===== config.mk =====
export PLATFORM = sky130hd
export DESIGN_NAME = csync_decoder
export DESIGN_NICKNAME = d
export VERILOG_FILES = /design/src/rtl/csync_pkg.sv /design/src/rtl/csync_pulse_meter.sv /design/src/rtl/csync_decoder.sv
export SDC_FILE = /design/constraint.sdc
export NUM_CORES = 1
export LEC_CHECK = 0
export CELL_PAD_IN_SITES_DETAIL_PLACEMENT = 0
export CELL_PAD_IN_SITES_GLOBAL_PLACEMENT = 1
export CORE_MARGIN = 2
export CORE_UTILIZATION = 35
export DETAILED_ROUTE_END_ITERATION = 12
export PLACE_DENSITY_LB_ADDON = 0.08
export SLEW_MARGIN = 15
export SYNTH_ARGS = -nofsm -noshare
export SYNTH_HDL_FRONTEND = slang
export SYNTH_SLANG_ARGS = --single-unit

===== constraint.sdc =====
create_clock -name clk -period 7.2 [get_ports clk]
set_clock_uncertainty 0.15 [all_clocks]
set_input_delay 1.44 -clock clk [delete_from_list [all_inputs] [get_ports clk]]
set_output_delay 1.44 -clock clk [all_outputs]
set_load 0.01 [all_outputs]

===== src/rtl/csync_pkg.sv =====
// Shared constants and lock-state type for the composite-sync decoder.
// PAL and NTSC defaults are selected by the top-level NTSC parameter.
package csync_pkg;

  localparam int PAL_LINE_CYCLES      = 5184;
  localparam int PAL_BROAD_MIN        = 1620;
  localparam int PAL_LINES_PER_FRAME  = 625;
  localparam int PAL_FIELD2_LINE      = 313;

  localparam int NTSC_LINE_CYCLES     = 5148;
  localparam int NTSC_BROAD_MIN       = 1620;
  localparam int NTSC_LINES_PER_FRAME = 525;
  localparam int NTSC_FIELD2_LINE     = 263;

  typedef enum logic {
    UNLOCKED = 1'b0,
    LOCKED   = 1'b1
  } lock_state_t;

endpackage


===== src/rtl/csync_pulse_meter.sv =====
// Synchronises raw csync, detects its edges and measures each low pulse.
// fall_strobe follows the first low sample by two clocks; width is valid with rise_strobe.
module csync_pulse_meter
  import csync_pkg::*;
(
  input  logic        clk,
  input  logic        reset,
  input  logic        csync,
  output logic        fall_strobe,
  output logic        rise_strobe,
  output logic [15:0] width
);

  logic sync1_r;
  logic sync2_r;
  logic prev_r;

  // Synchroniser, edge register, strobes and saturating low-width counter.
  always_ff @(posedge clk) begin
    if (reset) begin
      sync1_r     <= 1'b1;
      sync2_r     <= 1'b1;
      prev_r      <= 1'b1;
      fall_strobe <= 1'b0;
      rise_strobe <= 1'b0;
      width       <= 16'd0;
    end else begin
      sync1_r     <= csync;
      sync2_r     <= sync1_r;
      prev_r      <= sync2_r;
      fall_strobe <= prev_r & ~sync2_r;
      rise_strobe <= ~prev_r & sync2_r;
      if (prev_r && !sync2_r) begin
        width <= 16'd1;
      end else if (!prev_r && !sync2_r && (width != 16'hFFFF)) begin
        width <= width + 16'd1;
      end else begin
        width <= width;
      end
    end
  end

endmodule


===== src/rtl/csync_decoder.sv =====
// Composite-sync decoder: line lock with flywheel coasting, broad-pulse vsync,
// field identification and line counting on top of csync_pulse_meter.
module csync_decoder
  import csync_pkg::*;
#(
  parameter bit NTSC            = 1'b0,
  parameter int LINE_CYCLES     = NTSC ? NTSC_LINE_CYCLES : PAL_LINE_CYCLES,
  parameter int LINE_TOL        = 200,
  parameter int BROAD_MIN       = NTSC ? NTSC_BROAD_MIN : PAL_BROAD_MIN,
  parameter int LOCK_LINES      = 8,
  parameter int MAX_MISSES      = 4,
  parameter int LINES_PER_FRAME = NTSC ? NTSC_LINES_PER_FRAME : PAL_LINES_PER_FRAME,
  parameter int FIELD2_LINE     = NTSC ? NTSC_FIELD2_LINE : PAL_FIELD2_LINE,
  parameter int VSYNC_HOLDOFF   = 10
) (
  input  logic       clk,
  input  logic       reset,
  input  logic       csync,
  output logic       hsync_pulse,
  output logic       vsync_pulse,
  output logic       field_id,
  output logic [9:0] line_number,
  output logic       locked
);

  // The deciding cycle is tick 0, so the registered loads are one ahead.
  localparam logic [15:0] WIN_LO     = 16'(LINE_CYCLES - LINE_TOL);
  localparam logic [15:0] WIN_HI     = 16'(LINE_CYCLES + LINE_TOL);
  localparam logic [15:0] COAST_AT   = 16'(LINE_CYCLES + LINE_TOL + 1);
  localparam logic [15:0] COAST_LOAD = 16'(LINE_TOL + 2);
  localparam logic [15:0] QUARTER    = 16'(LINE_CYCLES / 4);
  localparam logic [15:0] THREE_Q    = 16'((3 * LINE_CYCLES) / 4);
  localparam logic [15:0] BROAD_N    = 16'(BROAD_MIN);
  localparam logic [7:0]  LOCK_N     = 8'(LOCK_LINES);
  localparam logic [7:0]  MISS_N     = 8'(MAX_MISSES);
  localparam logic [7:0]  HOLD_N     = 8'(VSYNC_HOLDOFF);
  localparam logic [9:0]  LPF_N      = 10'(LINES_PER_FRAME);
  localparam logic [9:0]  F2_N       = 10'(FIELD2_LINE);

  logic        fall_strobe_s;
  logic        rise_strobe_s;
  logic [15:0] width_s;

  lock_state_t state_r;
  logic [15:0] timer_r;
  logic [15:0] phase_r;
  logic [7:0]  valid_count_r;
  logic [7:0]  miss_count_r;
  logic [7:0]  holdoff_r;

  logic in_window_s;
  logic accept_s;
  logic coast_s;
  logic hsync_fire_s;
  logic vsync_fire_s;
  logic lock_gain_s;
  logic lock_loss_s;
  logic field_s;

  csync_pulse_meter u_meter (
    .clk         (clk),
    .reset       (reset),
    .csync       (csync),
    .fall_strobe (fall_strobe_s),
    .rise_strobe (rise_strobe_s),
    .width       (width_s)
  );

  // Per-cycle decisions: edge acceptance, coasting, lock transitions, vsync.
  always_comb begin
    in_window_s  = (timer_r >= WIN_LO) && (timer_r <= WIN_HI);
    accept_s     = fall_strobe_s && in_window_s;
    coast_s      = (state_r == LOCKED) && (timer_r == COAST_AT);
    hsync_fire_s = accept_s || coast_s;
    lock_gain_s  = (state_r == UNLOCKED) && accept_s && ((valid_count_r + 8'd1) == LOCK_N);
    lock_loss_s  = coast_s && ((miss_count_r + 8'd1) == MISS_N);
    vsync_fire_s = rise_strobe_s && locked && (width_s >= BROAD_N) && (holdoff_r == 8'd0);
    field_s      = !((phase_r < QUARTER) || (phase_r > THREE_Q));
  end

  // Line timer and lock state machine.
  always_ff @(posedge clk) begin
    if (reset) begin
      state_r       <= UNLOCKED;
      locked        <= 1'b0;
      hsync_pulse   <= 1'b0;
      timer_r       <= 16'hFFFF;
      valid_count_r <= 8'd0;
      miss_count_r  <= 8'd0;
    end else begin
      hsync_pulse <= hsync_fire_s;
      if (((state_r == UNLOCKED) && fall_strobe_s) || accept_s) begin
        timer_r <= 16'd1;
      end else if (coast_s) begin
        timer_r <= COAST_LOAD;
      end else if (timer_r != 16'hFFFF) begin
        timer_r <= timer_r + 16'd1;
      end else begin
        timer_r <= timer_r;
      end
      case (state_r)
        UNLOCKED: begin
          miss_count_r <= 8'd0;
          if (lock_gain_s) begin
            state_r       <= LOCKED;
            locked        <= 1'b1;
            valid_count_r <= 8'd0;
          end else if (accept_s) begin
            valid_count_r <= valid_count_r + 8'd1;
          end else if (fall_strobe_s) begin
            valid_count_r <= 8'd0;
          end else begin
            valid_count_r <= valid_count_r;
          end
        end
        LOCKED: begin
          if (accept_s) begin
            miss_count_r <= 8'd0;
          end else if (lock_loss_s) begin
            state_r       <= UNLOCKED;
            locked        <= 1'b0;
            valid_count_r <= 8'd0;
            miss_count_r  <= 8'd0;
          end else if (coast_s) begin
            miss_count_r <= miss_count_r + 8'd1;
          end else begin
            miss_count_r <= miss_count_r;
          end
        end
        default: begin
          state_r <= UNLOCKED;
          locked  <= 1'b0;
        end
      endcase
    end
  end

  // Pulse phase, vsync holdoff, field identification and line counter.
  always_ff @(posedge clk) begin
    if (reset) begin
      phase_r     <= 16'd0;
      holdoff_r   <= 8'd0;
      vsync_pulse <= 1'b0;
      field_id    <= 1'b0;
      line_number <= 10'd0;
    end else begin
      vsync_pulse <= vsync_fire_s;
      if (fall_strobe_s) begin
        phase_r <= timer_r;
      end else begin
        phase_r <= phase_r;
      end
      if (vsync_fire_s) begin
        holdoff_r <= HOLD_N;
        field_id  <= field_s;
      end else if (hsync_fire_s && (holdoff_r != 8'd0)) begin
        holdoff_r <= holdoff_r - 8'd1;
      end else begin
        holdoff_r <= holdoff_r;
      end
      if (lock_loss_s) begin
        line_number <= 10'd0;
      end else if (vsync_fire_s) begin
        line_number <= field_s ? F2_N : 10'd1;
      end else if (hsync_fire_s && (line_number != 10'd0)) begin
        line_number <= (line_number == LPF_N) ? 10'd1 : line_number + 10'd1;
      end else begin
        line_number <= line_number;
      end
    end
  end

endmodule


After elaboration in Yosys (flattened, before gate mapping)
Index checks and enable logic that the tools add are counted.
{"block": "classes", "reduce_logical": 35, "magnitude_cmp": 5, "addsub": 6, "n_eq_ne": 11, "n_bitwise": 5, "muxes": 29}
{"operator": "$mux 8", "count": 8}
{"operator": "$mux 16", "count": 3}
{"operator": "$add 16x1->16 const B", "count": 2}
{"operator": "$ne 16x16->1 const B", "count": 2}
{"operator": "$pmux 8 s2", "count": 2}
{"operator": "$mux 10", "count": 3}
{"operator": "$add 8x1->8 const B", "count": 2}
{"operator": "$eq 16x13->1 const B", "count": 1}
{"operator": "$ge 16x11->1 const B", "count": 1}
{"operator": "$ge 16x13->1 const B", "count": 1}
{"operator": "$gt 16x12->1 const B", "count": 1}
{"operator": "$le 16x13->1 const B", "count": 1}
{"operator": "$lt 16x11->1 const B", "count": 1}
{"operator": "$logic_and 1x1->1", "count": 15}
{"operator": "$add 10x1->10 const B", "count": 1}
{"operator": "$eq 10x10->1 const B", "count": 1}
{"operator": "$reduce_bool 10->1", "count": 1}
{"operator": "$mux 9", "count": 1}
{"operator": "$eq 8x3->1 const B", "count": 1}
{"operator": "$eq 8x4->1 const B", "count": 1}
{"operator": "$logic_not 8->1", "count": 1}
{"operator": "$mux 1", "count": 8}
{"operator": "$mux 4", "count": 2}
{"operator": "$reduce_bool 2->1", "count": 4}
{"operator": "14 further kinds", "count": 27}
{"block": "word_totals", "wordCells": 111, "in_bits": 3, "output_inout_bits": 14, "regBits": 92}

Logic depth before layout (Yosys ltp)
{"block": "logic_depth", "ltp_word": 7, "mapped_depth": 9, "ltp_nobuf": 8}

By module
A second synthesis with hierarchy kept.
{"block": "unflattened", "hier_cells": 565, "hier_area_um2": 4748.3}
{"mod": "csync_decoder", "cells_per_inst": 459, "instances": 1, "seq_area_each_um2": 1421.4, "area_each_um2": 3781.1}
{"mod": "csync_pulse_meter", "cells_per_inst": 106, "instances": 1, "seq_area_each_um2": 420.4, "area_each_um2": 967.2}

Worst setup path before layout
OpenSTA, ideal clock, no wires.
{"block": "synth_timing", "kind": "input -> register", "from": "input reset", "to": "register u_meter.width[10]", "n_path_buf": 2, "setup_slack_ns": 4.467, "stages": 5, "t_required_ns": 6.922, "t_arrival_ns": 2.456, "setup_time_ns": 0.128, "cell_sequence": "clkbuf_1 -> clkinv_1 -> nand2_1 -> clkbuf_1 -> nor2_1"}
{"block": "synth_via", "elab_chain_len": 1}
{"element": "from (decl)", "line": "csync_decoder.sv:17", "source": "input logic reset,"}
{"element": "$reduce_or 2->1 (no line)"}
{"element": "to (signal assigned)", "line": "csync_pulse_meter.sv:36", "source": "width <= width + 16'd1;"}
{"element": "to (signal assigned)", "line": "csync_pulse_meter.sv:38", "source": "width <= width;"}
{"element": "to (decl)", "line": "csync_pulse_meter.sv:11", "source": "output logic [15:0] width"}
No other way between the ends.
A chain may end at the register's enable or synchronous reset.

Worst setup path after layout
{"block": "layout_timing", "from": "input reset", "to": "register u_meter.width[11]"}
The elaborated chain is that of the path after synthesis.

==> key figures <==
GRT
  • Number of global-route vias before repair: 4108
  • Initial antenna violation count: 0
  • Largest net degree at the start of global routing: 46
  • Global-route wire length before repair: 21400 um
  • Overflow after GRT: 0
  • Tot GR Track Use: 18.1%

Timing
  • Max Clk Rate: 0.268 GHz
  • Final setup viols: 0
  • Setup TNS Final: 0 ns
  • Minimum clock period: 3.73 ns
  • Worst-Margin Slew: 1.11 ns
  • Final Hold Viols: 0
  • Relative slew slack: 25.7%
  • Final worst slack: 3.47 ns
  • Final Cycle Share: 51.8%
  • RSZ-0062 raised after global routing: no
  • Fin. max-slew vios: 0

Synth
  • Synth area leader: dfxtp_1
  • EDFF count, synth: 0
  • Area share of and/or/nand/nor cells after synthesis: 28.1%
  • FF+latch count, synth: 92
  • Synthesis Warnings: 0
  • Adder-Cell Fraction of Synth Area: 3.08%
  • Most area-consuming cells after synthesis: dfxtp_1, nor2_1, mux2i_1, nand2_1, nand3_1
  • Syn Area/Cell: 8.32 um^2
  • Top cell type's share of synthesized area: 37.8%
  • Synth Area in Compound Gates: 18.9%
  • Mux share of post-synthesis cell area: 4.15%
  • Xor/xnor cell area share of the yosys netlist: 4.13%
  • Largest family of logic cells by synthesized area: simple AND/OR/NAND/NOR gates
  • Ys flop type: dfxtp_1
  • Asr flop ratio synth: 0%
  • Synthesized cell area: 4880 um^2
  • Seq/Total Area, Yosys: 37.8%
  • Unique masters post-synth: 71
  • Syn Inst Count: 586
  • Mapped Nets: 601

Critical path
  • Crit path buf inv count: 2
  • R2r startpoint: timer_r[5]
  • Source of the critical timing path: reset
  • Setup crit end kind: flip-flop
  • CP max FO: 45
  • Critical path's slowest cell: clkinv_1
  • Worst endpoint data arrival time: 3.80 ns
  • Required @ worst endpoint: 7.27 ns
  • Top Family by Delay on Critical Path: buffers and inverters
  • Startpoint Class: input port
  • WS Path Type: input port to flip-flop
  • Max incr delay on CP: 0.85 ns
  • CP Cell Sequence: buf_2 > clkinv_1 > nand2_1 > nor2_1

Finish
  • Most frequent cells in the layout: dfxtp_1, nor2_1, nand2_1
  • Final Core Density: 39.4%
  • Most common cell after layout, fill and taps aside: dfxtp_1
  • Layout cells sized above 1: 6.05%
  • Diodes inserted: 0
  • Final #Nets: 605
  • Area grow syn2layout: 11.3%

Clock network
  • Clock insertion delay at the later pin of the skew report: 0.35 ns
  • CTS tree: built
  • # Post-CTS Setup Buffers: 0
  • Clock transition at path regs: 0.07 ns
  • CTS H-tree lvls: 3
  • Cts repair resizes: 0
  • Hold buffer count at CTS: 0
  • CTS Sinks: 92
  • Clock root buffer: clkbuf_16
  • Cts bufs inserted: 9
  • Max Root-Sink Buffers: 2

Routing
  • Residual DRC count: 0
  • DRT Pass-1 Iters: 4
  • DRT iter0 DRCs: 271
  • Number of nets with antenna violations after routing: 0
  • Drt wl/cell: 16.4 um
  • DRT Wirelength: 12700 um
  • Via density: 5.61
  • Vias: 4349

Floorplanning
  • Core box area: 13800 um^2
  • Top-level I/O count: 17
  • Die extent in y: 122 um
  • Die W: 122 um
  • Die ar.: 14900 um^2
  • Initial Util: 35.4%
  • FP Rows: 43

Power and ir drop
  • Power per standard cell area: 261 nW/um^2
  • Maximum VDD drop: 0.000171 V
  • Leakage: 1.97 nW

Place
  • Place WS: 3.01 ns
  • Port Buffers: 16
  • DP HPWL: 8840 um
  • Gpl congestion: 0.805

Worst hold path
  • Hold Path Origin: u_meter.sync1_r
  • Hold/Removal Path Class: flip-flop to flip-flop

Outcome
  • Outcome: complete, no violations

Run
  • MaxCap Viol Count: 0
## Yosys cell counts (4+ instances only)
master	n
dfxtp_1	92
nor2_1	69
nand2_1	46
nand3_1	32
a21oi_1	31
o21ai_0	28
nor3_1	21
nand4_1	19
inv_1	18
mux2i_1	18
clkbuf_1	16
xor2_1	15
and3_1	13
ha_1	12
o211ai_1	10
or3_1	9
a21o_1	8
nor4_1	8
xnor2_1	8
a211oi_1	7
nand2b_1	7
o31ai_1	7
and2_1	6
buf_2	5
or4_1	5
a31oi_1	4
and4_1	4
nor2b_1	4
o2111ai_1	4
## layout make-up
type | count | area, um^2
Fill cell | 1437 | 8340
Clock buffer | 9 | 225
Clock inverter | 7 | 50.0
Sequential cell | 92 | 1840
Multi-Input combinational cell | 450 | 2850
Tap cell | 180 | 225
Timing Repair Buffer | 18 | 170
Inverter | 19 | 71.3
## metrics by stage
stage               cells  hold slack (ns)  power, W  cell area [um^2]
floorplan             586            0.239  0.000888              4880
global placement      759            0.248  0.000971              5150
detailed placement    759            0.254  0.000970              5150
CTS                   775            0.258   0.00143              5430
global route          775            0.286   0.00150              5430
finish                775            0.255   0.00142              5430
## state kept, by name (all words and copies together) (netlist names), 8 cells and up
register	flops
u_meter.width	16
timer_r	16
valid_count_r	8
miss_count_r	8
holdoff_r	8
phase_r	16
line_number	10
## kinds of logic after synthesis
kind of cell,count (synthesis)
adders and majority gates,12
muxes,20
and+or+nand+nor,264
xor gates and xnor gates,23
AOI/OAI and AO/OA,131
DFF,92
buffers and inverters,44
## power breakdown
| group | switching, W | leakage (nW) | internal (W) |
|---|---|---|---|
| registers | 0.0000945 | 0.747 | 0.000556 |
| clock network | 0.000217 | 0.128 | 0.000235 |
| logic | 0.000187 | 1.09 | 0.000125 |
| total | 0.000499 | 1.97 | 0.000916 |
## per-layer routing
layer,vias up,routed length [um],GRT usage [%]
li1,2176,-,-
met1,2085,6340,25.0
met2,70,5710,28.4
met3,18,387,2.76
met4,0,249,7.33
met5,-,0,0
## path summary, 6_finish.rpt
path | depth (start not counted) | slack [ns] | end
worst max-delay path | 4 | 3.47 | u_meter.width[11]
worst min-delay path | 1 | 0.25 | u_meter.sync2_r
worst max register to register | 6 | 3.91 | holdoff_r[3]
worst min register to register | 1 | 0.25 | u_meter.sync2_r
Note: power is estimated with default switching activity, not from simulation.
